**src/rtl/regfile_pkg.sv**
```systemverilog
// Shared constants, state encoding and helpers
// for the register file write-port controller.
package regfile_pkg;

  localparam int NREGS = 16;
  localparam int WIDTH = 4;
  localparam int ADDRW = 4;

  typedef enum logic {
    RUN   = 1'b0,
    CLEAR = 1'b1
  } state_t;

  function automatic logic [NREGS-1:0] onehot(
    input logic [ADDRW-1:0] addr
  );
    logic [NREGS-1:0] r;
    r = '0;
    r[addr] = 1'b1;
    return r;
  endfunction

endpackage

```
**src/rtl/rr_arbiter2.sv**
```systemverilog
// Two-way round-robin arbiter; the pointer
// names the requester that wins a contest.
module rr_arbiter2 (
  input  logic       clock,
  input  logic       reset,
  input  logic [1:0] req,
  input  logic       enable,
  input  logic       accept,
  output logic [1:0] gnt
);

  logic ptr;

  assign gnt[0] = enable & req[0]
                & (~req[1] | ~ptr);
  assign gnt[1] = enable & req[1]
                & (~req[0] | ptr);

  // Flips on every transfer, contested or not.
  always_ff @(posedge clock or posedge reset) begin
    if (reset) begin
      ptr <= 1'b0;
    end else if (accept) begin
      ptr <= ~ptr;
    end
  end

endmodule

```
**src/rtl/regfile_wr_arbiter.sv**
```systemverilog
// Write-port controller: shares the register file
// write port between two requesters, plus bulk clear.
module regfile_wr_arbiter #(
  parameter int NREGS = 16,
  parameter int WIDTH = 4
) (
  input  logic                     clock,
  input  logic                     reset,
  input  logic                     a_valid,
  input  logic [$clog2(NREGS)-1:0] a_addr,
  input  logic [WIDTH-1:0]         a_data,
  output logic                     a_ready,
  input  logic                     b_valid,
  input  logic [$clog2(NREGS)-1:0] b_addr,
  input  logic [WIDTH-1:0]         b_data,
  output logic                     b_ready,
  input  logic                     clr_start,
  output logic                     clr_busy,
  output logic                     clr_done,
  output logic [NREGS-1:0]         load,
  output logic [WIDTH-1:0]         d
);

  import regfile_pkg::*;

  state_t                     state;
  logic [$clog2(NREGS)-1:0]   cnt;
  logic [1:0]                 gnt;
  logic                       enable;

  assign enable  = (state == RUN) & ~clr_start;
  assign a_ready = gnt[0];
  assign b_ready = gnt[1];
  assign clr_busy = (state == CLEAR);

  rr_arbiter2 u_arb (
    .clock  (clock),
    .reset  (reset),
    .req    ({b_valid, a_valid}),
    .enable (enable),
    .accept (a_ready | b_ready),
    .gnt    (gnt)
  );

  always_ff @(posedge clock or posedge reset) begin
    if (reset) begin
      state    <= RUN;
      cnt      <= '0;
      load     <= '0;
      d        <= '0;
      clr_done <= 1'b0;
    end else begin
      load     <= '0;
      clr_done <= 1'b0;
      unique case (state)
        RUN: begin
          unique case (1'b1)
            clr_start: state <= CLEAR;
            a_ready: begin
              load <= onehot(a_addr);
              d    <= a_data;
            end
            b_ready: begin
              load <= onehot(b_addr);
              d    <= b_data;
            end
            default: ;
          endcase
        end
        CLEAR: begin
          load <= onehot(cnt);
          d    <= '0;
          cnt  <= cnt + 1'b1;
          // Last index wraps cnt and ends the sweep.
          if (cnt == '1) begin
            state    <= RUN;
            clr_done <= 1'b1;
          end
        end
        default: state <= RUN;
      endcase
    end
  end

endmodule

```
**config.mk**
```make
export PLATFORM = sky130hd
export DESIGN_NAME = regfile_wr_arbiter
export DESIGN_NICKNAME = d
export VERILOG_FILES = /design/src/rtl/regfile_pkg.sv /design/src/rtl/rr_arbiter2.sv /design/src/rtl/regfile_wr_arbiter.sv
export SDC_FILE = /design/constraint.sdc
export NUM_CORES = 1
export LEC_CHECK = 0
export BUFFER_PORTS_ARGS = -buffer_cell sky130_fd_sc_hd__buf_2
export CAP_MARGIN = 20
export CORE_MARGIN = 1.5
export CORE_UTILIZATION = 41
export CTS_BUF_LIST = sky130_fd_sc_hd__clkbuf_2
export DETAILED_ROUTE_END_ITERATION = 8
export GPL_TIMING_DRIVEN = 0
export PLACE_DENSITY = 0.63
export SLEW_MARGIN = 20
export SYNTH_ARGS = -nofsm -noshare
export SYNTH_HDL_FRONTEND = slang
export SYNTH_SLANG_ARGS = --single-unit
```
**constraint.sdc**
```tcl
create_clock -name clock -period 1.7 [get_ports clock]
set_input_delay 0.085 -clock clock [delete_from_list [all_inputs] [get_ports clock]]
set_output_delay 0.085 -clock clock [all_outputs]
set_load 0.05 [all_outputs]
```
=== Yosys cells after proc, flatten, opt, wreduce, memory -nomap -nowiden ===
Cells that the tools add are included.

* Add/subtract/negate cells: 1
* Order comparisons: 6
* Equality and inequality tests: 2
* Muxes and demuxes: 15
* Bitwise gates (word level): 13
* Reduce and logical (&&, ||, !) cells: 3

{| class="wikitable"
|+ Operator list
! cell !! count
|-
| 16-bit case mux with 2 select lines || 2
|-
| 4-bit case mux with 2 select lines || 2
|-
| 4-bit by 5-bit less-than comparator with 1-bit output, second input constant || 3
|-
| 1-bit demux with 4-bit select || 3
|-
| 4-bit by 1-bit greater-or-equal comparator with 1-bit output, second input constant || 3
|-
| 1-bit two-way mux || 7
|-
| 1-bit AND || 5
|-
| 1-bit NOT || 5
|-
| 4-bit by 1-bit adder with 4-bit output, second input constant || 1
|-
| 4-bit == test, second input constant || 1
|-
| 1-bit logical AND || 3
|-
| 3-bit inequality test, second input constant || 1
|-
| 1-bit OR || 3
|-
| 1-bit case mux with 2 select lines || 1
|}

* Register bits: 27
* Input port bits: 21
* Output and inout bits: 24
* Logic and storage cells: 46

=== Logic depth before layout (Yosys ltp) ===
Gate-level depths: netlist (run 1).

* Depth after elaboration: 6
* Mapped depth: 4
* Mapped depth without buffers: 4

=== By module ===
From an unflattened synthesis (run 1), not the netlist that was laid out.

* Cells, all modules: 132
* Area total of the unflattened synthesis: 1381.3 µm²

{| class="wikitable"
|+ By module, submodules not included
! module !! instances !! cells each !! area each (µm²) !! seq. area each (µm²)
|-
| regfile_wr_arbiter || 1 || 124 || 1322.5 || 650.6
|-
| rr_arbiter2 || 1 || 8 || 58.8 || 25.0
|}

=== Least setup slack after synthesis (run 1) ===
OpenSTA, ideal clock, no wires.

* Path kind: reg2out
* From: reg state, in the netlist clr_busy
* To: out a_ready
* Data arrival time: 2.145 ns
* Data required time: 1.615 ns
* Path slack: -0.530 ns
* Stages on the path, launching flop included: 4
* Path buffers: 2
* Cells stage by stage: dfrtp_1 -> buf_6 -> buf_2 -> nor3_1

* Longest elaborated chain between the ends: 4

{| class="wikitable"
|+ RTL lines
! item !! line !! RTL
|-
| from (decl) || regfile_wr_arbiter.sv:26 || <nowiki>state_t state;</nowiki>
|-
| from (signal assigned) || regfile_wr_arbiter.sv:47 || <nowiki>state <= RUN;</nowiki>
|-
| from (signal assigned) || regfile_wr_arbiter.sv:58 || <nowiki>clr_start: state <= CLEAR;</nowiki>
|-
| from (signal assigned) || regfile_wr_arbiter.sv:76 || <nowiki>state <= RUN;</nowiki>
|-
| 1-bit NOT || -- ||
|-
| 1-bit AND || regfile_wr_arbiter.sv:31 || <nowiki>assign enable = (state == RUN) & ~clr_start;</nowiki>
|-
| 1-bit AND || rr_arbiter2.sv:14 || <nowiki>assign gnt[0] = enable & req[0]</nowiki>
|-
| 1-bit AND || rr_arbiter2.sv:15 || <nowiki>& (~req[1] | ~ptr);</nowiki>
|-
| to (decl) || regfile_wr_arbiter.sv:12 || <nowiki>output logic a_ready,</nowiki>
|}

Every way passes these cells.

=== Worst setup path after layout (run 1) ===
* From: reg state, in the netlist clr_busy
* To: reg load[0]

* Longest elaborated chain between the ends: 6
* Elaborated cells between the ends (all ways): 8
* Classes of those cells: mux (2); bitwise (6)

{| class="wikitable"
|+ RTL lines
! item !! line !! RTL
|-
| 1-bit NOT || -- ||
|-
| 1-bit AND || regfile_wr_arbiter.sv:31 ||
|-
| 1-bit AND (on tied branches) || rr_arbiter2.sv:16, rr_arbiter2.sv:14 ||
|-
| 1-bit AND (on tied branches) || rr_arbiter2.sv:17, rr_arbiter2.sv:15 ||
|-
| 16-bit case mux with 2 select lines || regfile_wr_arbiter.sv:57 || <nowiki>unique case (1'b1)</nowiki>
|-
| 16-bit case mux with 2 select lines (*) || regfile_wr_arbiter.sv:55 || <nowiki>unique case (state)</nowiki>
|-
| to (signal assigned) || regfile_wr_arbiter.sv:60 || <nowiki>load <= onehot(a_addr);</nowiki>
|-
| to (signal assigned) || regfile_wr_arbiter.sv:64 || <nowiki>load <= onehot(b_addr);</nowiki>
|-
| to (signal assigned) || regfile_wr_arbiter.sv:71 || <nowiki>load <= onehot(cnt);</nowiki>
|-
| to (decl) || regfile_wr_arbiter.sv:20 || <nowiki>output logic [NREGS-1:0] load,</nowiki>
|}

Mark *: on every way between the ends. The rest lies on a longest branch, timed or not.
A chain may end at the register's enable or synchronous reset.

==> flow_summary_export.csv, run 1 <==
group,metric,value,unit
layout,syn_to_final_growth,26.65,%
power_and_ir_drop,seqPwrFrac,33.7,%
routing,drtAntennaViolNets,0,
grt,grt.overflow.total,0,
synth,yosysSeqAreaShare,41.96,%
placement,place_inst,247,
layout,nFillCells,334,
power_and_ir_drop,power_frac_clock,8.6,%
power_and_ir_drop,power.total,2.813,mW
grt,grt_pass1_wl,6.506,mm
routing,post_drt_wl_per_cell,14.87,um
power_and_ir_drop,comb_power_share,57.7,%
timing,maxSlewHeadroom,62.97,%
die,die_w,65.67,um
synth,synth_nets,183,
die,std_cell_rows,22,
timing,fin_crit_sh,93.06,%
grt,grt_use_total,19.53,%
power_and_ir_drop,power.switching,1.423,mW
grt,grt_max_degree,28,
timing,timing.final.max_slew_violations,0,
synth,synth_edf_count,0,
clock_network,cts_sinks,27,
clock_network,tritoncts,"built",
synth,yosys_warnings,0,
synth,syn_avg_cell_area,10.19,um2
routing,vias,1447,
layout,antennaDiodeCount,0,
synth,yosys_most_used_dff,"dfrtp_1",
synth,async_flop_share,100.0,%
timing,finalHoldViolations,0,
placement,gp_congestion,0.8811,
timing,fin_hold_ws,0.07859,ns
clock_network,clkLatencyLatePin,0.35,ns
hold_path,hold_path.class,"primary input to flop",
grt,antenna_found_initial,0,
status,outcome,"complete, no violations",
layout,layout-drive-gt1-share,34.42,%
clock_network,cts_root_buf,"clkbuf_2",
grt,grt_pass1_vias,1457,
synth,syn_area,1610,um2
timing,fmax,632.1,MHz
setup_path,crit_required,1.97,ns
routing,routed_wl,3.912,mm
placement,portBuffers,41,
power_and_ir_drop,peakVddDrop,0.6485,mV
die,pin_count,45,
routing,first_iter_violations,63,
timing,rsz0062_at_grt,"false",
timing,fin_tns_setup,0,ns
clock_network,cts_max_level,1,
routing,drtPass1Iterations,4,
setup_path,critPathKind,"flop to flop",
placement,dp_hpwl,2.930,mm
routing,via_per_inst,5.502,
power_and_ir_drop,cellPowerDensity,1379,nW/um2
setup_path,worstPathMaxFanout,5,
synth,yosys.cell_types.count,36,
synth,synth_seq_cells,27,
power_and_ir_drop,intPower,1.390,mW
clock_network,cts.clk_slew.worst_paths,0.24,ns
power_and_ir_drop,p_leak,0.9481,nW
job,cap_violations,0,
timing,clock-skew-final,0.009947,ns
clock_network,cts_buffer_depth,2,
power_and_ir_drop,p_sw_share,50.60,%
synth,synth_top_area_share,41.96,%
die,dieArea,4313,um2
setup_path,critPathCaptureType,"flop",
layout,fin_cells,263,
synth,yosys-top-cells-area,"dfrtp_1, nand3_1, nand4_1",
die,die_y,65.67,um
timing,worst_pin_slew,0.5547,ns
synth,synth_common_cells,"dfrtp_1, nand3_1, nand4_1",
synth,syn_inst,158,
layout,final_nets,241,
die,start_util,43.33,%
clock_network,cts_made_buffers,3,
setup_path,cp-start-kind,"flop",
setup_path,arrival,1.86,ns
routing,drc_errors,0,
timing,min_period,1.582,ns
synth,synth_area_leader_cell,"dfrtp_1",
timing,setup_viol,0,
synth,synth_most_common_cell,"dfrtp_1",
die,core_area,3716,um2
==> logic make-up (layout without fill, tap and decap cells) <==
| family | Yosys count | in the layout | share of synthesized area, % |
|---|---|---|---|
| and+or+nand+nor | 79 | 79 | 33.41 |
| AOI/OAI and AO/OA | 28 | 28 | 13.68 |
| DFF | 27 | 27 | 41.96 |
| buffers and inverters | 16 | 73 | 5.672 |
| adders and majority gates | 4 | 4 | 3.108 |
| xor gates and xnor gates | 4 | 4 | 2.176 |
==> cell type report <==
cell class / instances / area [um2] / share of cell area (%)
multi-input combinational: 115 / 859.6 / 42.15
sequential: 27 / 676.9 / 33.19
timing repair buffer: 54 / 336.6 / 16.50
buffer: 10 / 67.56 / 3.313
tap: 48 / 60.06 / 2.945
clock buffer: 4 / 20.02 / 0.9816
inverter: 5 / 18.77 / 0.9202
==> flip-flops by register name, summed over array words and instances (netlist names) <==
register   flops
clr_busy       1
clr_done       1
cnt            4
d              4
load          16
u_arb.ptr      1
==> metal layers <==
| layer | up-vias | wire (um) | global-route usage (%) |
|---|---|---|---|
| met1 | 687 | 1624 | 23.33 |
| met3 | 4 | 244 | 4.281 |
| met5 | - | 0 | 0 |
| met4 | 0 | 33 | 4.427 |
| met2 | 54 | 2011 | 35.48 |
| li1 | 702 | - | - |
==> power by group through the flow <==
stage	Clock [mW]	Sequential, mW	Combinational, mW
finish	0.242	0.948	1.62
floorplan	0	1.44	0.738
CTS	0.265	0.953	1.62
global placement	0	0.956	1.55
global route	0.300	0.977	1.74
detailed placement	0	0.976	1.56
==> critical path, cell delays in order, from the launching register on <==
cell	delay [ns]
dfrtp_2	0.50
buf_4	0.16
nor4b_4	0.42
nand3b_2	0.18
o211ai_1	0.24
==> per-stage QoR <==
stage	cell area, um2	util, %	setup slack [ns]
final	2039	54.88	0.1180
after global routing	2039	54.88	0.04319
after CTS	2022	54.41	0.01826
after detailed placement	1887	50.77	0.2503
after global placement	1887	50.77	0.2883
after floorplan	1622	-	0.08190
==> worst paths after layout <==
| path | from | end | slack [ns] | cells after the start |
|---|---|---|---|---|
| worst max-delay path | clr_busy | load[0] | 0.12 | 4 |
| worst min-delay path | b_addr[3] | load[9] | 0.08 | 3 |
| worst max register to register | clr_busy | load[0] | 0.12 | 4 |
| worst min register to register | cnt[0] | cnt[0] | 0.59 | 1 |
| max in group asynchronous | reset | clr_busy | 1.04 | 3 |
| min in group asynchronous | reset | u_arb.ptr | 0.28 | 3 |
==> layout by cell type (no fill, tap or decap), types with 5 or more instances in the layout <==
master / netlist / routed
o21ai_0: 6 / 6
dfrtp_1: 27 / 26
buf_4: 4 / 8
nand3_1: 23 / 22
nand4_1: 15 / 15
nor2b_1: 11 / 11
dlygate4sd3_1: 0 / 10
o211ai_1: 9 / 9
nand2b_1: 5 / 5
buf_2: 1 / 39
==> repair_timing <==
| item | CTS | global route |
|---|---|---|
| setup buffers | 1 | 2 |
| endpoints found under the setup margin | 2 | 2 |
| hold buffers | 9 | 1 |
| gates resized for setup | 6 | 0 |
| pin swaps | 0 | 1 |
| endpoints found under the hold margin | 31 | 1 |
No activity file was read; power rests on OpenSTA's default activity.
==> inputs of run 2 (changes only) <==
==> constraint.sdc (replaced) <==
create_clock -name clock -period 1.7 [get_ports clock]
set_input_delay 0.255 -clock clock [delete_from_list [all_inputs] [get_ports clock]]
set_output_delay 0.255 -clock clock [all_outputs]
set_load 0.05 [all_outputs]
==> flow_summary_export.csv, run 2 (synthesized netlist as in run 1, its figures left out) <==
group,metric,value,unit
clock_network,cts.clk_slew.worst_paths,0.25,ns
layout,syn_to_final_growth,27.82,%
timing,clock-skew-final,0.002654,ns
die,core_area,3716,um2
power_and_ir_drop,cellPowerDensity,1460,nW/um2
clock_network,cts_max_level,1,
clock_network,cts_sinks,27,
routing,drtPass1Iterations,4,
setup_path,critPathCaptureType,"flop",
timing,rsz0062_at_grt,"true",
routing,drc_errors,0,
hold_path,hold_path.class,"primary input to flop",
power_and_ir_drop,peakVddDrop,0.5392,mV
layout,layout-drive-gt1-share,38.89,%
die,std_cell_rows,22,
timing,min_period,1.666,ns
grt,grt_max_degree,28,
grt,antenna_found_initial,0,
timing,timing.final.max_slew_violations,0,
layout,top_regs,"load (16), cnt (4), d (4)",
die,start_util,43.33,%
layout,final_nets,242,
layout,final_common_cell,"buf_2",
setup_path,cp-start-kind,"flop",
timing,worst_pin_slew,0.4865,ns
routing,post_drt_wl_per_cell,15.49,um
setup_path,worstPathMaxFanout,5,
layout,antennaDiodeCount,0,
power_and_ir_drop,power.total,3.004,mW
timing,fin_tns_setup,0,ns
placement,gp_congestion,0.8400,
die,die_w,65.67,um
layout,nFillCells,342,
timing,finalHoldViolations,0,
placement,dp_hpwl,2.927,mm
timing,setup_viol,0,
timing,fmax,600.2,MHz
grt,grt_pass1_vias,1411,
layout,final_cell_mix,"buf_2, dfrtp_1, nand3_1, buf_4, nand4_1",
grt,grt_use_total,19.40,%
layout,final_core_utilization,55.39,%
routing,drtAntennaViolNets,0,
grt,grt_pass1_wl,6.527,mm
routing,via_per_inst,5.765,
routing,routed_wl,4.089,mm
timing,fin_crit_sh,98.01,%
die,pin_count,45,
clock_network,cts_made_buffers,3,
clock_network,clkLatencyLatePin,0.35,ns
job,cap_violations,0,
setup_path,critPathKind,"flop to flop",
clock_network,cts_buffer_depth,2,
clock_network,tritoncts,"built",
grt,grt.overflow.total,0,
hold_path,whs_path_depth,3,
die,die_y,65.67,um
die,dieArea,4313,um2
setup_path,crit_required,1.97,ns
timing,maxSlewHeadroom,67.37,%
placement,portBuffers,41,
routing,first_iter_violations,64,
power_and_ir_drop,p_leak,0.9650,nW
setup_path,arrival,1.94,ns
routing,vias,1522,
status,outcome,"complete, no violations",
layout,largest_reg_flops,16,
setup_path,r2r_cells,5,
layout,regMostFlops,"load",
clock_network,cts_root_buf,"clkbuf_2",
-- run 2: cell count changes in the layout (fill, tap and decap cells not counted) --
cell	change
a21bo_4	+1
buf_12	+1
clkinv_1	+1
buf_4	+8
a21bo_2	-1
buf_8	+1
o311ai_1	-1
o311ai_2	+1
inv_2	-1
dlygate4sd3_1	-9
-- run 2: worst paths after layout --
| path | to | slack (ns) | startpoint |
|---|---|---|---|
| worst max register to register | load[3] | 0.03 | u_arb.ptr |
| worst min register to register | cnt[0] | 0.58 | cnt[0] |
| worst min-delay path | d[2] | 0.13 | a_data[2] |
| worst max-delay path | load[3] | 0.03 | u_arb.ptr |
| max in group asynchronous | clr_busy | 0.92 | reset |
| min in group asynchronous | load[9] | 0.36 | reset |
-- run 2: area by class of cell --
type	instances	area, um2	share of cell area [%]
multi-input combinational	115	873.3	42.43
sequential	27	676.9	32.89
timing repair buffer	55	332.8	16.17
buffer	10	76.32	3.708
tap	48	60.06	2.918
clock buffer	4	20.02	0.9726
inverter	5	18.77	0.9119
-- run 2: where the power goes --
part,total [mW],switching (mW),internal [mW]
clock,0.249,0.187,0.0621
combinational,1.82,1.19,0.624
sequential,0.939,0.0996,0.839
-- run 2: through the flow --
step                      std cells  worst slack [ns]  hold WS, ns  area (um2)
final                           264           0.03380       0.1305        2058
after global routing            264          -0.03103       0.1107        2058
after CTS                       256           0.02697       0.1244        1957
after detailed placement        247            0.1074       0.5333        1888
after global placement          247            0.1538       0.5173        1888
after floorplan                 158            0.1229       0.3076        1623
-- run 2: critical path, stage by stage, from the launching register on --
cell	delay, ns
dfrtp_1	0.46
buf_4	0.14
buf_4	0.13
a21boi_2	0.27
nand4_1	0.28
o311ai_2	0.31
-- run 2: layer usage --
layer | part of all wire (%) | global-route usage, % | vias up
li1 | - | - | 707
met1 | 41 | 26.09 | 715
met2 | 49 | 32.45 | 87
met3 | 8.0 | 2.740 | 13
met4 | 2.2 | 5.469 | 0
met5 | 0 | 0 | -
-- run 2: what timing repair did --
action / in CTS / in global routing
gates resized for setup: 3 / 6
hold buffers: 0 / 1
setup buffers: 6 / 6
pin swaps: 1 / 4
endpoints found under the hold margin: 0 / 12
endpoints found under the setup margin: 2 / 6
==> inputs of run 3 (changes only) <==
- CORE_UTILIZATION: 41 -> 52
- PLACE_DENSITY: 0.63 -> 0.8
- SYNTH_HIERARCHICAL: unset -> 1
==> flow_summary_export.csv, run 3 <==
group,metric,value,unit
layout,final_nets,207,
die,die_y,54.54,um
routing,via_per_inst,5.682,
routing,vias,1199,
layout,antennaDiodeCount,0,
status,outcome,"complete, no violations",
synth,yosysSeqAreaShare,48.91,%
hold_path,whs_path_depth,3,
power_and_ir_drop,cellPowerDensity,1424,nW/um2
routing,post_drt_wl_per_cell,15.09,um
setup_path,worstPathCellList,"nor2_4 > nand2_2 > a21oi_4 > buf_6 > nor3b_4 > a22oi_1 > o31ai_1",
placement,portBuffers,44,
routing,drc_errors,0,
clock_network,cts_made_buffers,3,
clock_network,cts.clk_slew.worst_paths,0.26,ns
setup_path,crit_required,1.99,ns
layout,largest_reg_flops,16,
clock_network,cts_root_buf,"clkbuf_2",
setup_path,arrival,1.96,ns
timing,timing.final.max_slew_violations,0,
setup_path,cpPeakStageDelay,0.50,ns
layout,top_regs,"load (16), cnt (4), d (4)",
setup_path,critPathKind,"flop to flop",
job,cap_violations,0,
synth,synth_nets,157,
synth,syn_area,1381,um2
setup_path,worstPathMaxFanout,9,
synth,synth_edf_count,0,
placement,dp_hpwl,2.382,mm
synth,yosys-top-cells-area,"dfrtp_1, a22oi_1, nand2_1",
routing,routed_wl,3.183,mm
die,die_w,54.54,um
layout,regMostFlops,"load",
power_and_ir_drop,peakVddDrop,1.192,mV
die,dieArea,2975,um2
grt,grt_max_degree,27,
synth,yosys_warnings,6,
synth,synth_top_area_share,48.91,%
grt,grt_pass1_vias,1152,
routing,drtPass1Iterations,4,
die,start_util,55.26,%
synth,synth_most_common_cell,"dfrtp_1",
synth,syn_avg_cell_area,10.46,um2
grt,grt_pass1_wl,5.043,mm
synth,synth_seq_cells,27,
setup_path,r2r-start,"clr_busy",
synth,synth_area_leader_cell,"dfrtp_1",
layout,syn_to_final_growth,27.72,%
setup_path,reg2reg_to,"load[2]",
timing,clock-skew-final,0.02458,ns
setup_path,worst-path-buf-inv,1,
setup_path,critPathCaptureType,"flop",
synth,synth_common_cells,"dfrtp_1, nand2_1, a22oi_1",
synth,async_flop_share,100.0,%
timing,fin_tns_setup,0,ns
layout,final_core_utilization,70.57,%
timing,fmax,599.5,MHz
layout,final_common_cell,"buf_2",
timing,worst_pin_slew,0.9002,ns
layout,layout-drive-gt1-share,39.23,%
grt,antenna_found_initial,0,
timing,setup_viol,0,
die,pin_count,45,
clock_network,cts_sinks,27,
grt,grt.overflow.total,0,
synth,yosys_most_used_dff,"dfrtp_1",
hold_path,hold_path.class,"primary input to flop",
hold_path,hold_end,"d[3]",
placement,gp_congestion,0.8778,
setup_path,critPathSlowestCell,"dfrtp_2",
power_and_ir_drop,p_leak,0.9148,nW
die,std_cell_rows,18,
grt,grt_use_total,24.06,%
layout,final_area,1764,um2
layout,final_cell_mix,"buf_2, dfrtp_1, a22oi_1, nand2_1, nand3_1",
layout,fin_cells,211,
clock_network,tritoncts,"built",
placement,place_inst,206,
hold_path,min_from,"b_data[3]",
clock_network,cts_max_level,1,
clock_network,cts_buffer_depth,2,
timing,maxSlewHeadroom,39.62,%
timing,fin_crit_sh,98.12,%
routing,first_iter_violations,46,
timing,min_period,1.668,ns
timing,rsz0062_at_grt,"true",
synth,syn_inst,132,
setup_path,r2r_slack,0.03,ns
setup_path,r2r_cells,7,
placement,dpl_cell_area,1709,um2
timing,finalHoldViolations,0,
clock_network,clkLatencyLatePin,0.38,ns
setup_path,critPathTopFamily,"simple AND/OR/NAND/NOR gates",
setup_path,cp-start-kind,"flop",
synth,yosys.cell_types.count,28,
routing,drtAntennaViolNets,0,
die,core_area,2500,um2
power_and_ir_drop,power.total,2.512,mW
## run 3: cell types whose count changed after synthesis, sizes merged, moves of 9 or more
cell and delta:
nand3 -16, nor2b -9, nand4 -14, a22oi +15, nand2 +12, o211ai -13
## run 3: metal layers
layer	GRT usage (%)	vias up	part of all wire, %
li1	-	568	-
met1	30.46	568	41
met2	39.76	54	51
met3	4.098	9	5.8
met4	11.25	0	2.2
met5	0	-	0
## run 3: worst max path at each step
stage | startpoint | endpoint | slack (ns) | cells after the start
after floorplan | clr_busy | d[0] | -0.38 | 9
after global placement | clr_busy | load[2] | -0.05 | 9
after detailed placement | clr_busy | load[2] | -0.11 | 9
after CTS | clr_busy | b_ready | 0.03 | 4
after global routing | clr_busy | a_ready | -0.03 | 4
final | clr_busy | load[2] | 0.03 | 7
## run 3: cell families (layout without fill, tap and decap cells)
group           Yosys count  count (layout)  synth area share [%]
compound gates           26              26                 13.22
xor+xnor                  4               4                 2.537
fa+ha+maj                 4               4                 3.623
buf+inv                  12              61                 4.438
flops                    27              27                 48.91
mux                       8               8                 6.159
simple gates             51              51                 21.11
## run 3: where the power goes
part           internal, mW  switching, mW  total, mW
Sequential            0.821         0.0895      0.911
Combinational         0.388          0.967       1.35
Clock                0.0534          0.193      0.246
Total                  1.26           1.25       2.51
## run 3: layout make-up
class / instances / area, um2
inverter: 5 / 18.77
buffer: 5 / 36.28
multi-input combinational: 93 / 716.9
tap: 30 / 37.54
clock inverter: 1 / 5.005
fill: 198 / 735.7
sequential: 27 / 676.9
timing repair buffer: 47 / 257.7
clock buffer: 3 / 15.01
## run 3: through the flow
step                      setup WS [ns]  hold WS [ns]
final                           0.03199        0.1030
after global routing           -0.03064        0.1090
after CTS                       0.03441        0.1083
after detailed placement        -0.1138        0.1048
after global placement         -0.05446       0.09865
after floorplan                 -0.3811      -0.01629
## run 3: tightest hold or removal path: cells and delay by family
kind,cells,cell delay [ns]
and+or+nand+nor,1,0.08
muxes,1,0.06
buffers and inverters,1,0.08
## run 3: timing repair
| action | 4_1_cts | 5_1_grt |
|---|---|---|
| resized for setup | 6 | 2 |
| pin swaps | 2 | 3 |
| hold buffers | 1 | 0 |
| setup endpoints to repair | 19 | 8 |
| endpoints found under the hold margin | 1 | 0 |
| cloned | 0 | 0 |
| buffers inserted | 2 | 0 |
